## src/rtl/fnd_scan_ctrl.sv

```systemverilog
// Scan controller for a 4-digit common-anode 7-segment display.
// Shows a 16-bit hex value; a new value takes effect only at a frame boundary.
module fnd_scan_ctrl #(
  parameter int P_SCAN_DIV = 100000,
  parameter bit P_BLANK_LZ = 1'b1
) (
  input  logic        i_clk,
  input  logic        i_reset,
  input  logic [15:0] i_value,
  input  logic [3:0]  i_dp,
  input  logic        i_load,
  input  logic        i_enable,
  output logic [1:0]  o_digit_sel,
  output logic [7:0]  o_seg,
  output logic        o_pending,
  output logic        o_frame_tick
);

  localparam int PW = (P_SCAN_DIV > 2) ? $clog2(P_SCAN_DIV) : 1;
  localparam logic [PW-1:0] PS_LAST = PW'(P_SCAN_DIV - 1);
  localparam logic [1:0] IDX_LAST = 2'd3;

  logic [PW-1:0] prescaler_q, prescaler_d;
  logic [1:0]    idx_q, idx_d;
  logic [15:0]   disp_q, disp_d;
  logic [3:0]    dp_q, dp_d;
  logic [15:0]   pend_val_q, pend_val_d;
  logic [3:0]    pend_dp_q, pend_dp_d;
  logic          pending_q, pending_d;
  logic          frame_tick_q, frame_tick_d;
  logic [7:0]    seg_q, seg_d;

  logic          tick;
  logic          wrap;
  logic [3:0]    nib;
  logic          blank;

  function automatic logic [6:0] hex_to_seg(input logic [3:0] n);
    case (n)
      4'h0: return 7'h40;
      4'h1: return 7'h79;
      4'h2: return 7'h24;
      4'h3: return 7'h30;
      4'h4: return 7'h19;
      4'h5: return 7'h12;
      4'h6: return 7'h02;
      4'h7: return 7'h78;
      4'h8: return 7'h00;
      4'h9: return 7'h10;
      4'hA: return 7'h08;
      4'hB: return 7'h03;
      4'hC: return 7'h46;
      4'hD: return 7'h21;
      4'hE: return 7'h06;
      default: return 7'h0E;
    endcase
  endfunction

  always_comb begin
    tick         = (prescaler_q == PS_LAST);
    wrap         = tick && (idx_q == IDX_LAST);
    prescaler_d  = tick ? '0 : prescaler_q + PW'(1);
    idx_d        = tick ? idx_q + 2'd1 : idx_q;
    disp_d       = disp_q;
    dp_d         = dp_q;
    pend_val_d   = pend_val_q;
    pend_dp_d    = pend_dp_q;
    pending_d    = pending_q;
    frame_tick_d = wrap;

    // A load on the wrap edge itself bypasses the buffer and wins over it.
    if (wrap) begin
      if (i_load) begin
        disp_d = i_value;
        dp_d   = i_dp;
      end else if (pending_q) begin
        disp_d = pend_val_q;
        dp_d   = pend_dp_q;
      end
      pending_d = 1'b0;
    end else if (i_load) begin
      pend_val_d = i_value;
      pend_dp_d  = i_dp;
      pending_d  = 1'b1;
    end

    // Segments are derived from next-state values so they track o_digit_sel exactly.
    case (idx_d)
      2'd0: begin nib = disp_d[3:0];   blank = 1'b0;                 end
      2'd1: begin nib = disp_d[7:4];   blank = (disp_d[15:4] == '0);  end
      2'd2: begin nib = disp_d[11:8];  blank = (disp_d[15:8] == '0);  end
      default: begin nib = disp_d[15:12]; blank = (disp_d[15:12] == '0); end
    endcase
    blank = blank && P_BLANK_LZ;

    seg_d = i_enable ? {~dp_d[idx_d], (blank ? 7'h7F : hex_to_seg(nib))} : 8'hFF;
  end

  always_ff @(posedge i_clk) begin
    if (i_reset) begin
      prescaler_q  <= '0;
      idx_q        <= '0;
      disp_q       <= '0;
      dp_q         <= '0;
      pend_val_q   <= '0;
      pend_dp_q    <= '0;
      pending_q    <= 1'b0;
      frame_tick_q <= 1'b0;
      seg_q        <= 8'hFF;
    end else begin
      prescaler_q  <= prescaler_d;
      idx_q        <= idx_d;
      disp_q       <= disp_d;
      dp_q         <= dp_d;
      pend_val_q   <= pend_val_d;
      pend_dp_q    <= pend_dp_d;
      pending_q    <= pending_d;
      frame_tick_q <= frame_tick_d;
      seg_q        <= seg_d;
    end
  end

  assign o_digit_sel  = idx_q;
  assign o_seg        = seg_q;
  assign o_pending    = pending_q;
  assign o_frame_tick = frame_tick_q;

endmodule

```

## config.mk

```make
export PLATFORM = sky130hd
export DESIGN_NAME = fnd_scan_ctrl
export DESIGN_NICKNAME = d
export VERILOG_FILES = /design/src/rtl/fnd_scan_ctrl.sv
export SDC_FILE = /design/constraint.sdc
export NUM_CORES = 1
export LEC_CHECK = 0
export ABC_CLOCK_PERIOD_IN_PS = 3250
export CORE_UTILIZATION = 50
export DETAILED_ROUTE_END_ITERATION = 8
export GPL_TIMING_DRIVEN = 0
export PLACE_DENSITY = 0.8
export SLEW_MARGIN = 15
export SYNTH_ARGS = -nofsm -noshare
export SYNTH_HDL_FRONTEND = slang
export SYNTH_SLANG_ARGS = --single-unit
```

## constraint.sdc

```tcl
create_clock -name i_clk -period 3.25 [get_ports i_clk]
set_input_delay 0.65 -clock i_clk [delete_from_list [all_inputs] [get_ports i_clk]]
set_output_delay 0.65 -clock i_clk [all_outputs]
set_load 0.05 [all_outputs]
```

==> results.ini, run 1 <==
[route]
drc = 2
first_pass_iters = 9
wl_per_cell_um = 16.33
vias = 3473
dr.first_iter.drc_count = 256
drt-total-wl_um = 9502
ant_nets = 0
vias_per_cell = 5.967

[timing]
rsz0062_at_grt = true
skew_ns = 0.007975
finalSetupViolations = 2
tightest_slew_ns = 0.6558
setup_slack_ns = -0.05507
min_period_ns = 3.305
fmax_mhz = 302.6
slew_headroom_pct = 56.28
hold_viol_final = 0
hold_slack_ns = 0.4375
period_share_pct = 101.7
maxSlewViolCount = 0

[power]
power_per_cell_area_mw_per_mm2 = 382.9
vdd_drop_max_mv = 0.2925
leakagePower_nw = 1.601

[clock_network]
clk_pin_slew_ns = 0.08
htreeDepth = 3
clockBufferDepth = 2
cts_hold_buf = 0
insertion_delay_ns = 0.36
numCtsBuffers = 9
root_buffer = clkbuf_8
clock_sinks = 69
cts_tree = yes

[floorplan]
chipWidth_um = 84.82
num_rows = 29
ioPinCount = 36
fp.dieH_um = 84.82
die_area_sq_mm = 0.007194
fp.coreArea_sq_mm = 0.006495
start_util_pct = 52.80

[layout]
nets = 531
drive_above_1_share_pct = 17.23
num_antenna_cells = 0
fill_cells = 501
syn2layout_area_growth_pct = 26.85

[synthesis]
postSynthNetCount = 472
postSynthCellCount = 441
ys_seq_area_share_pct = 40.28
synth_area_leader_cell = dfxtp_1
synthDistinctLibCells = 49
avgSynthCellArea_sq_um = 7.777
synth.top_cell.area_share_pct = 40.28
synth_edf_count = 0
synth_warnings = 0
synth_seq_cells = 69
synth_flop_cell = dfxtp_1
synthTopCellsByArea = dfxtp_1, nor2_1, a21oi_1, nand2_1, nor3_1
async_flop_share_pct = 0
syn_area_sq_mm = 0.003430

[placed_design]
routabilityCongestion = 0.9006
port_buffers = 35
hpwl_um = 6121
dp_slack_ns = -0.4214

[run_status]
run_status = complete, but fails checks
violations = design-rule violations, negative setup slack

[flow_run]
timing.max_cap.violations = 0

[grt]
grt_pass1_wl_um = 14490
grt_overflow = 0
grt_use_total_pct = 25.75
grt_pass1_vias = 3018
antenna_found_initial = 0
grt_start_max_net_pins = 20

[worst_setup_path]
path_max_fanout = 5
cp.required_ns = 3.47
end_kind = register
cp_data_arrival_time_ns = 3.53
critPathKind = reg2reg
worstSetupStartpointType = register

[worst_hold_path]
holdCritPathClass = reg2reg

-- path summary, 6_finish.rpt --
| kind | start | to | slack (ns) | cells past startpoint |
|---|---|---|---|---|
| max reg2reg | prescaler_q[8] | o_seg[0] | -0.06 | 13 |
| max | prescaler_q[8] | o_seg[0] | -0.06 | 13 |
| min | prescaler_q[0] | prescaler_q[0] | 0.44 | 1 |
| min reg2reg | prescaler_q[0] | prescaler_q[0] | 0.44 | 1 |
-- stage by stage --
stage	TNS (ns)	cells	util [%]	power, mW	cell area (sq um)
after floorplan	0	441	-	0.9919	3466
after global placement	-1.559	553	60.24	1.056	3913
after detailed placement	-2.175	553	60.24	1.060	3913
after CTS	0	574	64.11	1.658	4164
after global routing	-0.5310	582	66.98	1.714	4350
final	-0.05704	582	66.98	1.666	4350
-- Yosys cell counts (2+ instances only) --
cell and instances:
nor3_1 24, dfxtp_1 69, a211oi_1 4, or2_2 3
a21o_1 2, a41oi_1 4, buf_1 3, o22ai_1 11
a21oi_1 41, buf_4 4, buf_6 3, nand3_1 11
buf_2 3, o211ai_1 5, ha_1 7, xnor2_1 3
or4_1 3, or3_1 5, mux2_2 2, clkbuf_1 13
nor4_1 12, inv_1 10, nor2b_1 3, mux2i_1 6
nand2b_1 2, xor2_1 10, o221ai_1 3, o21ai_0 12
nor2_1 87, nand4b_1 3, nand4_1 3, nand2_1 52
and2_2 2
-- power breakdown --
group | leakage, nW | internal (mW) | switching, mW
registers | 0.564 | 0.867 | 0.0114
clock network | 0.0808 | 0.271 | 0.346
logic | 0.956 | 0.0682 | 0.103
total | 1.60 | 1.21 | 0.460
-- layer usage --
metal	track usage (%)	up-vias	part of all wire, %
li1	-	1659	-
met1	33.35	1620	43
met2	42.05	153	46
met3	4.183	41	6.8
met4	12.48	0	3.9
met5	0	-	0
-- placed cells by master, fill, tap and decap left out, types with 3 or more instances in the layout --
cell,n
nor3_1,22
dfxtp_1,65
clkbuf_8,10
inv_1,9
ha_1,5
o221ai_1,3
clkbuf_1,12
nand3_1,10
clkinv_2,4
xnor2_1,3
o211ai_1,5
dfxtp_2,4
a211oi_2,4
xor2_1,10
nand4_1,3
a21oi_1,38
nor4_1,12
o22ai_2,5
buf_8,3
o22ai_1,6
clkdlybuf4s50_1,35
a21oi_2,3
nor2_1,85
nand4b_1,3
mux2i_1,5
a41oi_1,4
clkinvlp_4,3
nor2b_1,3
buf_4,15
o21ai_0,12
buf_2,3
or2_2,3
or3_1,5
nand2_1,51
-- registers in the layout, summed over array words and instances, names as in the netlist --
signal	flops
disp_q	16
dp_q	4
o_digit_sel	2
o_frame_tick	1
o_pending	1
o_seg	8
pend_dp_q	4
pend_val_q	16
prescaler_q	17
-- final cells by class --
| type | instances | area, sq um | share of cell area, % |
|---|---|---|---|
| plain buffers | 26 | 181.4 | 4.170 |
| clock buffers | 9 | 123.9 | 2.847 |
| clock inverters | 7 | 42.54 | 0.9779 |
| inverters | 10 | 37.54 | 0.8628 |
| multi-input cells | 335 | 2006 | 46.10 |
| flip-flops and latches | 69 | 1386 | 31.87 |
| well taps | 77 | 96.34 | 2.215 |
| repair buffers | 49 | 476.7 | 10.96 |
-- logic make-up after synthesis --
| logic type | Yosys count | synth area share, % |
|---|---|---|
| buffers and inverters | 37 | 5.545 |
| multiplexers | 8 | 2.408 |
| XOR/XNOR | 13 | 3.320 |
| AND/OR/NAND/NOR | 219 | 30.57 |
| adder cells (fa/ha/maj) | 7 | 2.554 |
| flip-flops | 69 | 40.28 |
| AO/OA/AOI/OAI | 88 | 15.32 |
-- what timing repair did --
action,in CTS,in global routing
pin swaps,2,5
buffers inserted,6,7
endpoints found under the setup margin,7,6
gates resized for setup,13,27
gates cloned,0,1
-- critical path: stages, from the launching register on --
cell and delay (ns):
dfxtp_2 0.32, or4_4 0.54, nor4_4 0.27, buf_6 0.18
buf_4 0.12, mux2_4 0.32, buf_8 0.14, mux2i_1 0.16
mux2_4 0.21, inv_2 0.06, ha_4 0.17, or4_4 0.52
o31ai_2 0.07, o21ai_1 0.09
Note: power is estimated with default switching activity, not from simulation.
==> run 2, diff against run 1 <==
- CORE_UTILIZATION: 50 -> 35
- DONT_BUFFER_PORTS: default -> 1
- PLACE_DENSITY: 0.8 -> 0.56
==> results.ini, run 2 (same netlist as run 1, synthesis figures left out) <==
[run_status]
run_status = finished clean

[grt]
grt_pass1_wl_um = 15490  ; +6.9%
grt_start_max_net_pins = 12  ; -40%
grt_pass1_vias = 3136  ; +3.9%
grt_use_total_pct = 19.95  ; -5.8 points
antenna_found_initial = 0  ; unchanged
grt_overflow = 0  ; unchanged

[layout]
drive_above_1_share_pct = 24.64  ; +7.4 points
syn2layout_area_growth_pct = 26.78  ; about the same
reg_top3 = prescaler_q x17, disp_q x16, pend_val_q x16
mostFrequentLayoutCells = nor2_1, dfxtp_1, nand2_1
nets = 510  ; -4.0%
final_common_cell = nor2_1
largest_reg_flops = 17  ; unchanged
num_antenna_cells = 0  ; unchanged
final_cell_count_no_fill = 612  ; +5.2%
max_flop_register = prescaler_q

[timing]
skew_ns = 0.01131  ; +0.003337 ns
finalSetupViolations = 0  ; -2
period_share_pct = 99.57  ; -2.1 points
hold_slack_ns = 0.4269  ; -0.01057 ns
tightest_slew_ns = 0.6667  ; +0.01089 ns
maxSlewViolCount = 0  ; unchanged
min_period_ns = 3.236  ; -0.06898 ns
fmax_mhz = 309.0  ; +2.1%
rsz0062_at_grt = true
setup_slack_ns = 0.01391  ; +0.06898 ns
slew_headroom_pct = 55.56  ; -0.73 points
hold_viol_final = 0  ; unchanged

[floorplan]
ioPinCount = 36  ; unchanged
num_rows = 35  ; +21%
die_area_sq_mm = 0.01020  ; +42%
fp.dieH_um = 101.0  ; +19%
fp.coreArea_sq_mm = 0.009371  ; +44%
start_util_pct = 36.60  ; -16 points
chipWidth_um = 101.0  ; +19%

[power]
power.share.switching_pct = 25.74  ; -1.9 points
power.switching_mw = 0.4331  ; -5.9%
seqPwrFrac_pct = 53.1  ; +0.4 points
intPower_mw = 1.249  ; +3.6%
power_frac_comb_pct = 6.8  ; -3.5 points
power.total_mw = 1.682  ; +1.0%
leakagePower_nw = 1.579  ; -1.4%
vdd_drop_max_mv = 0.2112  ; -28%
power_per_cell_area_mw_per_mm2 = 387.0  ; +1.1%
p_clk_share_pct = 40.1  ; +3.1 points

[clock_network]
cts_tree = yes
numCtsBuffers = 9  ; unchanged
insertion_delay_ns = 0.35  ; about the same
clock_sinks = 69  ; unchanged
root_buffer = clkbuf_8
clockBufferDepth = 2  ; unchanged
htreeDepth = 3  ; unchanged
cts_hold_buf = 0  ; unchanged
clk_pin_slew_ns = 0.08  ; about the same

[placed_design]
dp_slack_ns = -0.5008  ; -0.07944 ns
routabilityCongestion = 0.8432  ; -6.4%
port_buffers = 0  ; -100%
placed_cells = 570  ; +3.1%
hpwl_um = 6572  ; +7.4%

[worst_setup_path]
critPathKind = reg2reg
cp_data_arrival_time_ns = 3.45  ; -0.08 ns
cpPeakStageDelay_ns = 0.54  ; about the same
end_kind = register
reg2reg_depth = 12  ; -1
cp.required_ns = 3.47  ; about the same
worstSetupStartpointType = register
worst_path_max_delay_cell = or4_4
path_max_fanout = 6  ; +1
path_cells = or4_4 > nor4_4 > buf_6 > buf_8 > buf_6 > a41oi_2 > nor2_2 > nor3_2 > or4_4 > or4_1 > o31ai_1 > o21ai_1

[route]
first_pass_iters = 4  ; -5
dr.first_iter.drc_count = 141  ; -45%
drc = 0  ; -2
vias = 3268  ; -5.9%
vias_per_cell = 5.340  ; -11%
wl_per_cell_um = 16.56  ; +1.4%
drt-total-wl_um = 10130  ; +6.6%
ant_nets = 0  ; unchanged

[flow_run]
timing.max_cap.violations = 0  ; unchanged

[worst_hold_path]
whs_path_depth = 2  ; +1
holdCritPathClass = in2reg

## run 2: final timing paths
check | from | end | slack (ns)
worst min-delay path | i_value[6] | pend_val_q[6] | 0.43
worst max-delay path | prescaler_q[11] | o_seg[0] | 0.01
worst max register to register | prescaler_q[11] | o_seg[0] | 0.01
worst min register to register | prescaler_q[0] | prescaler_q[0] | 0.43
## run 2: final cells by class
cell class,count,area [sq um]
Inverter,10,37.54
Timing Repair Buffer,28,275.3
Clock inverter,5,52.55
Tap cell,129,161.4
Fill cell,944,5024
Multi-Input combinational cell,335,2098
Buffer,26,197.7
Sequential cell,69,1398
Clock buffer,10,127.6
## run 2: worst max-delay path: cells and delay by family (launching register included)
| kind | cells | cell delay (ns) |
|---|---|---|
| AND/OR/NAND/NOR | 6 | 2.09 |
| AO/OA/AOI/OAI | 3 | 0.29 |
| buffers and inverters | 3 | 0.40 |
| flip-flops | 1 | 0.32 |
## run 2: what timing repair did
item	4_1_cts	5_1_grt
endpoints found under the setup margin	7	7
gates resized for setup	20	56
cloned	0	1
buffers inserted	8	20
pin swaps	2	16
## run 2: power by group through the flow
stage               clock [mW]  sequential (mW)  combinational, mW
floorplan                    0            0.912             0.0795
finish                   0.675            0.894              0.114
global placement             0            0.915              0.103
global route             0.734            0.896              0.128
detailed placement           0            0.916              0.105
CTS                      0.692            0.895              0.107
## run 2: per-stage QoR
stage,instance area [sq um],TNS (ns),util (%)
after floorplan,3466,0,-
after global placement,3627,-2.327,38.70
after detailed placement,3627,-2.458,38.70
after CTS,3953,-0.01344,42.18
after global routing,4348,-0.1224,46.40
final,4348,0,46.40
## run 2: per-layer routing
layer | GRT usage, % | wire length [um] | vias to the layer above
met4 | 9.365 | 197 | 0
met2 | 32.46 | 4813 | 101
met5 | 0 | 0 | -
li1 | - | - | 1606
met1 | 25.09 | 4554 | 1546
met3 | 4.438 | 567 | 15
